<file path="src/rtl/hazard_ctrl.sv">
`default_nettype none
// ============================================================================
// Module   : hazard_ctrl
// Purpose  : Central stall/flush control for the 5-stage MIPS pipeline, with
//            data-wait freeze, sticky halt and a data-wait watchdog.
//            Optional statistics counters enabled by HAZARD_STATS_EN.
// Revision : 1.0 - initial release
// ============================================================================
module hazard_ctrl #(
    parameter int TIMEOUT_CYCLES = 255,
    parameter int CNT_W          = 8
) (
    input  logic       CLK,
    input  logic       RST,
    input  logic       ihit,
    input  logic       dhit,
    input  logic [4:0] idrs,
    input  logic [4:0] idrt,
    input  logic [4:0] exrt,
    input  logic       exDRE,
    input  logic       exbrnch_taken,
    input  logic       exjmp,
    input  logic       memDRE,
    input  logic       memDWE,
    input  logic       memHALT,
    output logic       pcW,
    output logic       ifidW,
    output logic       ifidRST,
    output logic       idW,
    output logic       idRST,
    output logic       exmemW,
    output logic       exmemRST,
    output logic       memwbW,
    output logic       halt,
    output logic       mem_timeout
`ifdef HAZARD_STATS_EN
    ,
    output logic [CNT_W-1:0] stall_cnt,
    output logic [CNT_W-1:0] flush_cnt,
    output logic [CNT_W-1:0] bubble_cnt
`endif
);

    typedef enum logic [1:0] {
        ST_RUN    = 2'd0,
        ST_DWAIT  = 2'd1,
        ST_HALTED = 2'd2
    } state_t;

    localparam logic [CNT_W-1:0] C_CNT_MAX = '1;
    localparam logic [CNT_W-1:0] C_CNT_ONE = CNT_W'(1);
    localparam logic [CNT_W-1:0] C_TIMEOUT = CNT_W'(TIMEOUT_CYCLES);

    state_t           state_q, state_d;
    logic [CNT_W-1:0] wd_cnt_q, wd_cnt_d;
    logic             timeout_q, timeout_d;

    logic w_halted;
    logic w_mem_wait;
    logic w_redirect;
    logic w_load_use;
    logic w_fetch_miss;

    logic w_pcW, w_ifidW, w_ifidRST, w_idW, w_idRST, w_exmemW, w_memwbW;

    assign w_halted     = (state_q == ST_HALTED);
    assign w_mem_wait   = (memDRE | memDWE) & ~dhit;
    assign w_redirect   = exbrnch_taken | exjmp;
    assign w_load_use   = exDRE && (exrt != 5'd0) && ((exrt == idrs) || (exrt == idrt));
    assign w_fetch_miss = ~ihit;

    // Strobe decode: priority is halted > data wait > redirect > load-use > fetch miss.
    always_comb begin
        w_pcW     = 1'b1;
        w_ifidW   = 1'b1;
        w_ifidRST = 1'b0;
        w_idW     = 1'b1;
        w_idRST   = 1'b0;
        w_exmemW  = 1'b1;
        w_memwbW  = 1'b1;
        if (w_halted || w_mem_wait) begin
            w_pcW    = 1'b0;
            w_ifidW  = 1'b0;
            w_idW    = 1'b0;
            w_exmemW = 1'b0;
            w_memwbW = 1'b0;
        end else if (w_redirect) begin
            w_ifidRST = 1'b1;
            w_idRST   = 1'b1;
        end else if (w_load_use) begin
            w_pcW   = 1'b0;
            w_ifidW = 1'b0;
            w_idRST = 1'b1;
        end else if (w_fetch_miss) begin
            w_pcW     = 1'b0;
            w_ifidRST = 1'b1;
        end
    end

    // Next state and watchdog; the counter only runs across consecutive DWAIT cycles.
    always_comb begin
        state_d   = state_q;
        wd_cnt_d  = '0;
        timeout_d = timeout_q;
        case (state_q)
            ST_HALTED: state_d = ST_HALTED;
            default: begin
                if (w_mem_wait) begin
                    state_d = ST_DWAIT;
                    if (state_q == ST_DWAIT) begin
                        wd_cnt_d = (wd_cnt_q == C_CNT_MAX) ? wd_cnt_q : (wd_cnt_q + C_CNT_ONE);
                    end
                end else if (memHALT) begin
                    state_d = ST_HALTED;
                end else begin
                    state_d = ST_RUN;
                end
            end
        endcase
        if ((state_d == ST_DWAIT) && (wd_cnt_d >= C_TIMEOUT)) begin
            timeout_d = 1'b1;
        end
    end

    always_ff @(posedge CLK or posedge RST) begin
        if (RST) begin
            state_q   <= ST_RUN;
            wd_cnt_q  <= '0;
            timeout_q <= 1'b0;
        end else begin
            state_q   <= state_d;
            wd_cnt_q  <= wd_cnt_d;
            timeout_q <= timeout_d;
        end
    end

    // Every output is forced low for as long as reset is held.
    assign pcW         = w_pcW     & ~RST;
    assign ifidW       = w_ifidW   & ~RST;
    assign ifidRST     = w_ifidRST & ~RST;
    assign idW         = w_idW     & ~RST;
    assign idRST       = w_idRST   & ~RST;
    assign exmemW      = w_exmemW  & ~RST;
    assign exmemRST    = 1'b0;
    assign memwbW      = w_memwbW  & ~RST;
    assign halt        = w_halted  & ~RST;
    assign mem_timeout = timeout_q & ~RST;

`ifdef HAZARD_STATS_EN
    logic [CNT_W-1:0] stall_cnt_q, stall_cnt_d;
    logic [CNT_W-1:0] flush_cnt_q, flush_cnt_d;
    logic [CNT_W-1:0] bubble_cnt_q, bubble_cnt_d;
    logic             w_stall_ev, w_flush_ev, w_bubble_ev;

    assign w_stall_ev  = ~w_halted & w_mem_wait;
    assign w_flush_ev  = ~w_halted & ~w_mem_wait & w_redirect;
    assign w_bubble_ev = ~w_halted & ~w_mem_wait & ~w_redirect & (w_load_use | w_fetch_miss);

    always_comb begin
        stall_cnt_d  = stall_cnt_q;
        flush_cnt_d  = flush_cnt_q;
        bubble_cnt_d = bubble_cnt_q;
        if (w_stall_ev && (stall_cnt_q != C_CNT_MAX)) begin
            stall_cnt_d = stall_cnt_q + C_CNT_ONE;
        end
        if (w_flush_ev && (flush_cnt_q != C_CNT_MAX)) begin
            flush_cnt_d = flush_cnt_q + C_CNT_ONE;
        end
        if (w_bubble_ev && (bubble_cnt_q != C_CNT_MAX)) begin
            bubble_cnt_d = bubble_cnt_q + C_CNT_ONE;
        end
    end

    always_ff @(posedge CLK or posedge RST) begin
        if (RST) begin
            stall_cnt_q  <= '0;
            flush_cnt_q  <= '0;
            bubble_cnt_q <= '0;
        end else begin
            stall_cnt_q  <= stall_cnt_d;
            flush_cnt_q  <= flush_cnt_d;
            bubble_cnt_q <= bubble_cnt_d;
        end
    end

    assign stall_cnt  = stall_cnt_q;
    assign flush_cnt  = flush_cnt_q;
    assign bubble_cnt = bubble_cnt_q;
`endif

endmodule
`default_nettype wire

</file>
<file path="config.mk">
export PLATFORM = sky130hd
export DESIGN_NAME = hazard_ctrl
export DESIGN_NICKNAME = d
export VERILOG_FILES = /design/src/rtl/hazard_ctrl.sv
export SDC_FILE = /design/constraint.sdc
export NUM_CORES = 1
export LEC_CHECK = 0
export BUFFER_PORTS_ARGS = -buffer_cell sky130_fd_sc_hd__buf_4
export CAP_MARGIN = 10
export CELL_PAD_IN_SITES_DETAIL_PLACEMENT = 0
export CELL_PAD_IN_SITES_GLOBAL_PLACEMENT = 1
export CORE_MARGIN = 10
export CORE_UTILIZATION = 33
export DETAILED_ROUTE_END_ITERATION = 12
export PLACE_DENSITY_LB_ADDON = 0.05
export SLEW_MARGIN = 25
export SYNTH_ARGS = -nofsm -noshare
export SYNTH_HDL_FRONTEND = slang
export SYNTH_SLANG_ARGS = --single-unit
</file>
<file path="constraint.sdc">
create_clock -name CLK -period 2.3 [get_ports CLK]
set_clock_uncertainty 0.2 [all_clocks]
set_input_delay 0.23 -clock CLK [delete_from_list [all_inputs] [get_ports CLK]]
set_output_delay 0.23 -clock CLK [all_outputs]
set_load 0.005 [all_outputs]
</file>
==> results list <==
- CTS placed an instance of sky130_fd_sc_hd__clkbuf_4 at the clock tree root.
* Share of the cycle needed by the critical path after routing: 93.5%
- The die covers 4870 µm².
- The number of pins exceeding their max-slew limit in the final report is 0.
- The later pin in the worst-skew pair is clocked with a latency of 0.27 ns.
- For this run, the top clock speed supported by timing is 0.465 GHz.
* Vertical die dimension: 69.8 µm
- Share of async-settable or async-resettable flops after synthesis: 100%
- Hold WC Path Type: primary input to register
- Remaining routing DRC violations: 0
* Delay of the slowest cell on the worst path: 0.53 ns
* Type of the worst setup path: register to register
- Synth Cell Area: 818 µm²
- The first global-routing pass estimated 3650 µm of wire.
- The worst setup path is captured at a register.
* Number of synthesized flops with an enable pin: 0
* Standard cell with the maximum stage delay on the critical path: sky130_fd_sc_hd__or4b_4
* Startpoint kind of the worst setup timing path: register
- The signal on the critical path passes through ha_1, and3_4, nand3_2, or4b_4, o211ai_2, a41o_1.
* Via count of the first global-routing pass: 831
- STA puts the critical path data arrival time at 2.16 ns.
- Once the clock tree was built, the setup fixing pass inserted 0 buffers.
* Layout cells sized above 1: 35.4%
* Core area: 2280 µm²
- Routed via count divided by cell count: 5.16
- Top-area cell type share of the netlist area: 33.6%
- Buffer and inverter count on the worst path: 0
- Largest net degree at the start of global routing: 12
- The worst-case IR drop observed on VDD is 0.297 mV.
- The count of buffers added on input and output ports is 33.
- Top cells by count, synth: 11 x sky130_fd_sc_hd__dfrtp_1, 11 x sky130_fd_sc_hd__nor2_1, 7 x sky130_fd_sc_hd__nand3_1, 7 x sky130_fd_sc_hd__xor2_1, 5 x sky130_fd_sc_hd__xnor2_1
* H-tree lvl count: 1
* Count of pins on the block boundary: 35
* WHS: 0.0172 ns
- Post-synthesis cell type count: 38
- Clock-pin transition on the worst setup and hold timing paths: 0.07 ns
* Min cycle time layout: 2.15 ns
- Leftover overflow at the end of global routing: 0
- Pre-Repair DR Iteration Count: 4
- Worst-path fanout max: 7
* Antenna violations before repair: 0
* Layout overhead on the synthesized area: 38.4%
- Syn_area_per_cell: 8.80 µm²
- Count of max-cap constraint violations: 0
- After the flow finishes, the layout carries non-filler instances totaling 158.
- Grouping stages by cell kind, the critical path spends the most delay in simple AND/OR/NAND/NOR gates.
* Initial core utilization: 36.0%
- Setup total negative slack on the finished layout was measured at 0 ns.
- After synthesis, the cell types taking the most area are sky130_fd_sc_hd__dfrtp_1 34%, sky130_fd_sc_hd__xor2_1 7.5%, sky130_fd_sc_hd__xnor2_1 5.4%.
* Static leakage: 0.549 nW
* Post-Syn Nets: 119
- Across all layers, the routed design uses 816 vias.
- From left edge to right edge, the die measures 69.8 µm.
- Among all flip-flop cells after synthesis, the most frequent one is sky130_fd_sc_hd__dfrtp_1.
- Largest area contributor in the netlist: sky130_fd_sc_hd__dfrtp_1
- The final hold violation count was 0.
- The floorplan has 17 rows.
- Synthesis handed over a netlist of 93 instances.
- Run status: completed
- DP HPWL: 1830 µm
- Post-DR wirelength/cell: 13.9 µm
- Sequential cells were found to cover 33.6% of the synthesized design area.
- CTS max path bufs: 2
* Number of CTS-inserted buffers: 3
- Total instance count after detailed placement: 152
* Critical path required time: 2.31 ns
- Final net count: 157
- The number of antenna diodes in the final layout is 0.
* Pwr Total: 0.466 mW
- Global routing used 8.77% of the available tracks.
* Ys Warns: 0
* GPL Wtd Cong: 0.797
- Setup repair after global routing left no endpoint under its margin.
* Clk sinks: 11
- Total of endpoints with negative setup slack in the final report: 0
* Power per Cell Area: 412 nW/µm²
* Number of routed nets with antenna violations: 0
* Core Util, Final: 49.8%
- Wires add up to 2200 µm.
* Drt initial violations: 24
* Clock tree from TritonCTS: built
- Register bit total from synthesis: 11
==> through the flow <==
stage | cell area [µm²] | setup WS [ns]
global route | 1130 | 0.0402
global placement | 1090 | 0.225
CTS | 1130 | 0.107
finish | 1130 | 0.151
detailed placement | 1090 | 0.168
floorplan | 818 | 0.306
==> final timing paths <==
check / from / endpoint / slack, ns / cells past startpoint
worst min register to register: timeout_q$_DFFE_PP0P_ / timeout_q$_DFFE_PP0P_ / 0.26 / 1
min in group asynchronous: RST / state_q[1]$_DFF_PP0_ / 0.34 / 4
max in group asynchronous: RST / wd_cnt_q[7]$_DFF_PP0_ / 1.41 / 4
worst max register to register: wd_cnt_q[0]$_DFF_PP0_ / timeout_q$_DFFE_PP0P_ / 0.15 / 6
worst min-delay path: dhit / state_q[0]$_DFF_PP0_ / 0.02 / 3
worst max-delay path: wd_cnt_q[0]$_DFF_PP0_ / timeout_q$_DFFE_PP0P_ / 0.15 / 6
==> tightest hold or removal path, stage by stage <==
cell and delay [ns]:
sky130_fd_sc_hd__buf_4 0.08, sky130_fd_sc_hd__or2_2 0.10, sky130_fd_sc_hd__nor2_1 0.04
==> layer usage <==
layer  wire (µm)  vias to the layer above  track usage [%]  share of wire [%]
met5           0                        -                0                  0
met4           0                        0             1.52                  0
met3         154                        0             4.71                7.0
met2        1080                       24             14.4                 49
met1         962                      381             9.86                 44
li1            -                      411                -                  -
==> state kept, by name (all words and copies together), names as in the netlist <==
name,cells
state_q,2
timeout_q,1
wd_cnt_q,8
==> power breakdown <==
part | leakage [nW] | internal [mW] | switching [mW] | total (mW)
registers | 0.149 | 0.200 | 0.00318 | 0.204
logic | 0.385 | 0.0774 | 0.0540 | 0.131
clock network | 0.0150 | 0.0672 | 0.0640 | 0.131
==> placed cells by master, fill, tap and decap left out, drive strengths merged, types with 2 or more instances in the layout <==
master | synthesis | routed
nand2 | 4 | 4
nor2 | 11 | 11
dfrtp | 11 | 11
and3 | 4 | 4
inv | 2 | 2
mux2i | 2 | 2
nand3 | 8 | 8
o21ai | 3 | 3
clkbuf | 0 | 4
nor3 | 4 | 4
xor2 | 7 | 7
a31oi | 2 | 2
dlygate4sd3 | 0 | 2
o21bai | 2 | 2
nor2b | 3 | 3
buf | 3 | 34
xnor2 | 5 | 5
a21oi | 2 | 2
nor3b | 2 | 2
==> timing repair <==
item	4_1_cts	5_1_grt
endpoints found under the hold margin	12	0
gates resized for setup	0	1
hold buffers	2	0
endpoints found under the setup margin	0	2
==> final cells by class <==
class	instances	area, µm²
Timing Repair Buffer	36	275
Multi-Input combinational cell	77	513
Inverter	2	7.51
Tap cell	28	35.0
Fill cell	214	1140
Clock buffer	4	26.3
Sequential cell	11	275
==> cells by family after synthesis <==
group	Yosys count	share of synthesized area, %
multiplexers	2	2.45
adder cells (fa/ha/maj)	1	1.53
buffers and inverters	5	3.67
AND/OR/NAND/NOR	45	31.3
flip-flops	11	33.6
other	1	0.458
XOR/XNOR	12	12.8
AO/OA/AOI/OAI	16	14.1
Note: power is estimated with default switching activity, not from simulation.
